### src/rtl/int_priority_controller.sv
// Purpose : multi-source interrupt front end; edge-detects irq lines, latches
//           pending, masks, picks the lowest index and pulses int_req + vector.
// Latency : edge sampled at posedge k -> pending at k, int_req high in cycle after k+1.
// Backpr. : one request in flight; no new dispatch until int_ack then rti;
//           int_req re-pulses every ACK_TIMEOUT+1 cycles while int_ack is withheld.
//
// Ports:
//   clk, rst          clock, asynchronous active-high reset
//   irq_in            raw interrupt lines (rising edge requests service)
//   mask_we/wdata     mask register write (bit=1 masks the source)
//   int_ack, rti      sequencer handshake pulses
//   int_req           one-cycle request pulse
//   int_vector/int_id handler address and source index of the dispatched request
//   busy              high while waiting for ack or while the handler runs
//   pending, mask     latched pending bits, current mask register
module int_priority_controller #(
  parameter int          NUM_SRC     = 4,
  parameter int          ID_W        = 2,
  parameter logic [15:0] VEC_BASE    = 16'h0010,
  parameter logic [15:0] VEC_STRIDE  = 16'h0008,
  parameter int          ACK_TIMEOUT = 15
) (
  input  logic               clk,
  input  logic               rst,
  input  logic [NUM_SRC-1:0] irq_in,
  input  logic               mask_we,
  input  logic [NUM_SRC-1:0] mask_wdata,
  input  logic               int_ack,
  input  logic               rti,
  output logic               int_req,
  output logic [15:0]        int_vector,
  output logic [ID_W-1:0]    int_id,
  output logic               busy,
  output logic [NUM_SRC-1:0] pending,
  output logic [NUM_SRC-1:0] mask
);

  typedef enum logic [1:0] {
    S_IDLE,
    S_DISPATCH,
    S_WAIT_ACK,
    S_SERVICE
  } state_t;

  localparam logic [7:0] TIMER_LAST = 8'(ACK_TIMEOUT - 1);

  state_t             state_q;
  logic               int_req_q;
  logic [15:0]        int_vec_q;
  logic [ID_W-1:0]    int_id_q;
  logic               busy_q;
  logic [7:0]         timer_q;

  logic [NUM_SRC-1:0] irq_prev_q;
  logic [NUM_SRC-1:0] pending_q, pending_d;
  logic [NUM_SRC-1:0] mask_q, mask_d;

  logic [NUM_SRC-1:0] irq_edge;
  logic [NUM_SRC-1:0] pend_clr;
  logic [NUM_SRC-1:0] elig;
  logic [ID_W-1:0]    win_id;
  logic [15:0]        win_vec;

  always_comb begin
    irq_edge = irq_in & ~irq_prev_q;

    // Only an accepted ack retires the dispatched source's pending bit.
    pend_clr = '0;
    if (state_q == S_WAIT_ACK && int_ack) begin
      pend_clr[int_id_q] = 1'b1;
    end
    // A fresh edge on the same bit wins over the clear.
    pending_d = (pending_q & ~pend_clr) | irq_edge;

    mask_d = mask_we ? mask_wdata : mask_q;

    elig = pending_q & ~mask_q;

    // Walk downwards so the lowest set index is the last one written.
    win_id = '0;
    for (int i = NUM_SRC - 1; i >= 0; i--) begin
      if (elig[i]) begin
        win_id = ID_W'(i);
      end
    end
    win_vec = VEC_BASE + 16'(win_id) * VEC_STRIDE;
  end

  // Reset of irq_prev to all ones keeps a line held high through reset from
  // looking like a new request afterwards.
  always_ff @(posedge clk or posedge rst) begin
    if (rst) begin
      irq_prev_q <= '1;
      pending_q  <= '0;
      mask_q     <= '1;
    end else begin
      irq_prev_q <= irq_in;
      pending_q  <= pending_d;
      mask_q     <= mask_d;
    end
  end

  always_ff @(posedge clk or posedge rst) begin
    if (rst) begin
      state_q   <= S_IDLE;
      int_req_q <= 1'b0;
      int_vec_q <= '0;
      int_id_q  <= '0;
      busy_q    <= 1'b0;
      timer_q   <= '0;
    end else begin
      case (state_q)
        S_IDLE: begin
          if (|elig) begin
            int_id_q  <= win_id;
            int_vec_q <= win_vec;
            int_req_q <= 1'b1;
            state_q   <= S_DISPATCH;
          end
        end
        S_DISPATCH: begin
          int_req_q <= 1'b0;
          timer_q   <= '0;
          busy_q    <= 1'b1;
          state_q   <= S_WAIT_ACK;
        end
        S_WAIT_ACK: begin
          timer_q <= timer_q + 8'd1;
          if (int_ack) begin
            state_q <= S_SERVICE;
          end else if (timer_q == TIMER_LAST) begin
            // Re-pulse with the already latched id/vector; mask changes are
            // deliberately not re-evaluated here.
            int_req_q <= 1'b1;
            busy_q    <= 1'b0;
            state_q   <= S_DISPATCH;
          end
        end
        S_SERVICE: begin
          if (rti) begin
            busy_q  <= 1'b0;
            state_q <= S_IDLE;
          end
        end
        default: begin
          state_q <= S_IDLE;
        end
      endcase
    end
  end

  assign int_req    = int_req_q;
  assign int_vector = int_vec_q;
  assign int_id     = int_id_q;
  assign busy       = busy_q;
  assign pending    = pending_q;
  assign mask       = mask_q;

endmodule

### config.mk
export PLATFORM = sky130hd
export DESIGN_NAME = int_priority_controller
export DESIGN_NICKNAME = d
export VERILOG_FILES = /design/src/rtl/int_priority_controller.sv
export SDC_FILE = /design/constraint.sdc
export NUM_CORES = 1
export LEC_CHECK = 0
export ABC_AREA = 1
export CORE_UTILIZATION = 47
export CTS_CLUSTER_DIAMETER = 200
export CTS_CLUSTER_SIZE = 40
export DETAILED_ROUTE_END_ITERATION = 8
export PLACE_DENSITY_LB_ADDON = 0.25
export SETUP_SLACK_MARGIN = 0.1
export SYNTH_ARGS = -nofsm -noshare
export SYNTH_HDL_FRONTEND = slang
export SYNTH_SLANG_ARGS = --single-unit
### constraint.sdc
create_clock -name clk -period 1.8 [get_ports clk]
set_input_delay 0.36 -clock clk [delete_from_list [all_inputs] [get_ports clk]]
set_output_delay 0.36 -clock clk [all_outputs]
set_load 0.005 [all_outputs]
## After elaboration in Yosys (flattened, before gate mapping)

Cells that the tools add are included.

| word-level totals | value |
|---|---|
| flip-flop bits (word level) | 42 |
| latch bits | 0 |
| RAM bits | 0 |
| bits in read-only memories | 0 |
| input port bits | 13 |
| output and inout bits | 28 |
| word-level logic and storage cells | 61 |
| memories | 0 |

| cells by class | value |
|---|---|
| $add $sub $neg | 2 |
| multiply operators | 0 |
| divide/modulo/power cells | 0 |
| magnitude comparators | 2 |
| equality and inequality tests | 9 |
| shift operators | 0 |
| muxes and demuxes | 21 |
| bitwise operators | 7 |
| reductions and logical operators | 11 |

Operator list:

| cell | count |
|---|---|
| $mux W2 | 8 |
| $pmux W8 S2 | 1 |
| $and A4 B4 Y4 | 3 |
| $not A4 Y4 | 3 |
| $add A8 B1 Y8 const B | 1 |
| $eq A8 B4 Y1 const B | 1 |
| $pmux W2 S4 | 1 |
| $reduce_and A4 Y1 | 2 |
| $mux W1 | 7 |
| $add A5 B5 Y6 const A | 1 |
| $ne A2 B2 Y1 const B | 3 |
| $pmux W1 S3 | 2 |
| $reduce_bool A3 Y1 | 2 |
| $eq A2 B2 Y1 const B | 2 |
| $mux W4 | 1 |
| $or A4 B4 Y4 | 1 |
| $reduce_or A4 Y1 | 1 |
| $lt A2 B3 Y1 const B | 1 |
| $ne A3 B2 Y1 const B | 1 |
| $reduce_and A3 Y1 | 1 |
| $demux W1 S2 | 1 |
| $eq A2 B1 Y1 const B | 1 |
| $ge A2 B1 Y1 const B | 1 |
| $logic_and A1 B1 Y1 | 2 |
| 4 further kinds | 4 |

## Depth between registers and ports, before layout

| depth | value |
|---|---|
| depth in word-level cells | 8 |
| gate-level depth with buffers | 9 |
| gate-level depth less buffers | 9 |

## Worst setup path after synthesis

Ideal clock, no wire load.

| path | value |
|---|---|
| path type | register -> register |
| from | register state_q[0] |
| to | register timer_q[7] |
| setup time | 0.126 ns |
| arrival | 1.300 ns |
| required time | 1.674 ns |
| slack | 0.374 ns |
| cell stages (with the launch flop) | 10 |
| path buffers | 0 |
| period minus slack after synthesis | 1.426 ns |
| path through | dfrtp_1 inv_1 ha_1 nand2_2 nor2_4 nand2_2 nor2_1 nand2_1 nand2_1 nor2_1 |

| on the way | value |
|---|---|
| word-level cells in the longest chain between the ends | 2 |
| elaborated cells between the ends (all ways) | 4 |
| those cells by class | eq/ne (2); mux (1); reduce/logical (1) |

Ends and longest elaborated chain:

| what | RTL line | source |
|---|---|---|
| start: declaration | 47 | `state_t state_q;` |
| start signal: assignment | 105 | `state_q <= S_IDLE;` |
| start signal: assignment | 118 | `state_q <= S_DISPATCH;` |
| start signal: assignment | 125 | `state_q <= S_WAIT_ACK;` |
| $eq A2 B2 Y1 / $eq A2 B1 Y1 (equally long branches) | 112 | `case (state_q)` |
| $pmux W8 S2 / $reduce_bool A2 Y1 (equally long branches) | - |  |
| end signal: assignment | 128 | `timer_q <= timer_q + 8'd1;` |
| end: declaration | 52 | `logic [7:0] timer_q;` |

Several ways; a longest one is shown, not always the timed one.
A chain may end at the register's enable or synchronous reset.

## Final worst setup path

| path | value |
|---|---|
| from | register pending_q[0], in the netlist pending[0] |
| to | output pending[0] |

RTL lines:

| what | RTL line | source |
|---|---|---|
| start: declaration | 55 | `logic [NUM_SRC-1:0] pending_q, pending_d;` |
| start signal: assignment | 98 | `pending_q <= pending_d;` |
| end: declaration | 34 | `output logic [NUM_SRC-1:0] pending,` |

No word-level cell between the ends.

==> flow_summary.yaml <==
critical_path:
  r2r_cells: 7
  worstPathBufferInverterCount: 1
  cp_top_family: "buffers and inverters"
  worstSetupEndpoint: "pending[0]"
  worstPathRequired_ns: 1.44
  crit_path_end_kind: "primary output"
  r2r_start: "state_q[0]"
  slowest_delay_ns: 0.51
  crit_path_max_fanout: 3
  cp-startpoint: "pending[0]"
  cp.arrival_ns: 1.26
  reg2reg_slack_ns: 0.22
  crit_type: "register to primary output"
  crit_cells: 1
  startpoint_type: "register"
  crit_chain: "clkdlybuf4s50_1"
  crit_slowest_cell: "clkdlybuf4s50_1"
  r2r-end: "pending[1]"
route:
  routed_wl_um: 2720
  num_vias: 1177
  routedWlPerCell_um: 10.5
  drc: 0
  via_per_inst: 4.53
  dr.pass1.iters: 5
  dr.first_iter.drc_count: 36
  drtAntennaViolNets: 0
clock_tree:
  path_clk_slew_ns: 0.16
  cts_max_level: 1
  cts_buffers: 3
  insertion_delay_ns: 0.33
  ctsRootBufferMaster: "clkbuf_4"
  cts_tree: "yes"
  clock_path_buffers: 2
  clock_sinks: 27
timing:
  setup_viol: 0
  skew_ns: 0.00664
  finalSetupTns_ns: 0
  hold_slack_ns: 0.359
  rsz0062_at_grt: "false"
  maxSlewViolCount: 0
  max_freq_mhz: 616
  period_share_pct: 90.2
  finalHoldViolations: 0
  finalCriticalPeriod_ns: 1.62
die:
  dieArea_sq_um: 3410
  initial_core_util_pct: 49.4
  die_w_um: 58.4
  num_rows: 20
  io_pins: 41
  core_area_sq_um: 3030
  die_h_um: 58.4
hold_path:
  hold_path.class: "input pin to asynchronous set/reset pin"
synthesis:
  mappedNetlistArea_sq_um: 1500
  ys_ff_latch: 27
  synth_cell_type_count: 22
  synth_cells: 182
  ys_top_cells_by_area: "dfrtp_1 32%, dfstp_2 14%, nand2_1 10%"
  synth_top_area_share_pct: 31.8
  ys_warn_count: 0
  yosysSeqAreaShare_pct: 45.8
  avgSynthCellArea_sq_um: 8.22
  yosysTopAreaCell: "dfrtp_1"
cells_and_area:
  fillerInstances: 275
  multi_input_area_sq_um: 641
  seq_area_sq_um: 687
  post-route-util_pct: 60.7
  diodes: 0
  drive_above_1_share_pct: 13.4
  syn2layout_area_growth_pct: 22.7
  nets: 238
global_route:
  antenna_found_initial: 0
  grt-ovfl-total: 0
  grt_pass1_vias: 1118
  grt_max_degree: 28
  grt_pass1_wl_um: 4580
  grt.total_usage_pct: 17.6
run:
  max_cap_viol_count: 0
placement:
  routabilityCongestion: 0.828
  port_buffers: 27
  dpl.hpwl_um: 2120
power_and_ir_drop:
  power_density_nw_per_um2: 1170
  total_power_mw: 2.14
  ir_worst_vdd_mv: 0.564
  leakage_nw: 0.957
status:
  status: "finished, final reports clean"
## layout make-up
| type | instances | share of cell area [%] |
|---|---|---|
| Sequential cell | 27 | 37.4 |
| Multi-Input combinational cell | 124 | 34.9 |
| Timing Repair Buffer | 33 | 17.4 |
| Inverter | 28 | 5.72 |
| Tap cell | 44 | 3.00 |
| Clock buffer | 3 | 1.23 |
| Clock inverter | 1 | 0.409 |
## metal layers
layer | global-route usage, % | vias up | routed length, um | share of wire (%)
met5 | 0 | - | 0 | 0
met4 | 7.14 | 0 | 0 | 0
met3 | 2.64 | 0 | 120 | 4.4
met2 | 30.9 | 41 | 1400 | 51
met1 | 21.8 | 536 | 1200 | 44
li1 | - | 600 | - | -
## logic make-up after synthesis
group | synth area share (%)
flops | 45.8
other cells | 0.251
simple gates | 21.2
buf+inv | 14.5
compound gates | 10.9
xor+xnor | 0.585
fa+ha+maj | 6.69
## registers in the layout, indices dropped and copies added, names as in the netlist
name	count
busy	1
int_id	2
int_req	1
int_vector	1
irq_prev_q	4
mask	4
pending	4
state_q	2
timer_q	8
## cells in the mapped netlist, drive strengths merged
cell type,n
ha,8
o21ai,20
nand3,9
nor3,2
o21a,1
buf,15
dfstp,8
o21bai,3
inv,28
or2,1
a21boi,1
nand2,43
nor2,20
dfrtp,19
conb,1
a21oi,2
xor2,1
## stage by stage
stage	cell area, sq um	std cells	worst slack (ns)
final	1840	260	0.177
after floorplan	1540	194	0.374
after detailed placement	1770	252	0.217
after CTS	1800	257	0.0453
after global routing	1840	260	0.115
after global placement	1770	252	0.229
## power breakdown
| part | switching, mW | total (mW) | internal, mW | leakage (nW) |
|---|---|---|---|---|
| sequential | 0.117 | 0.869 | 0.752 | 0.313 |
| clock | 0.189 | 0.274 | 0.0850 | 0.0139 |
| combinational | 0.512 | 0.997 | 0.485 | 0.631 |
| total | 0.818 | 2.14 | 1.32 | 0.957 |
## repair_timing
action | CTS | global route
gates resized for setup | 3 | 5
setup endpoints to repair | 4 | 10
hold buffers | 0 | 0
buffers inserted | 1 | 3
## placed cells by master (no fill, tap or decap), types with 2 or more instances in the layout
master	count
nand2_1	40
inv_1	28
clkdlybuf4s50_1	21
nor2_1	19
o21ai_0	18
dfrtp_1	18
conb_1	13
nand3_1	8
dfstp_2	8
ha_1	7
buf_4	6
o21bai_2	3
nand2_2	3
clkbuf_4	3
dlymetal6s2s_1	3
dlygate4sd2_1	3
a21oi_1	2
nor3_1	2
## how the worst min path moves through the flow
stage	cells past startpoint	slack, ns	endpoint
2_1_floorplan	0	0.36	irq_prev_q[0]
3_3_place_gp	2	0.45	busy
3_5_place_dp	2	0.46	int_req
4_1_cts	3	0.36	pending[0]
5_1_grt	3	0.36	pending[2]
6_report	3	0.36	pending[0]
(Power assumes the default switching activity.)
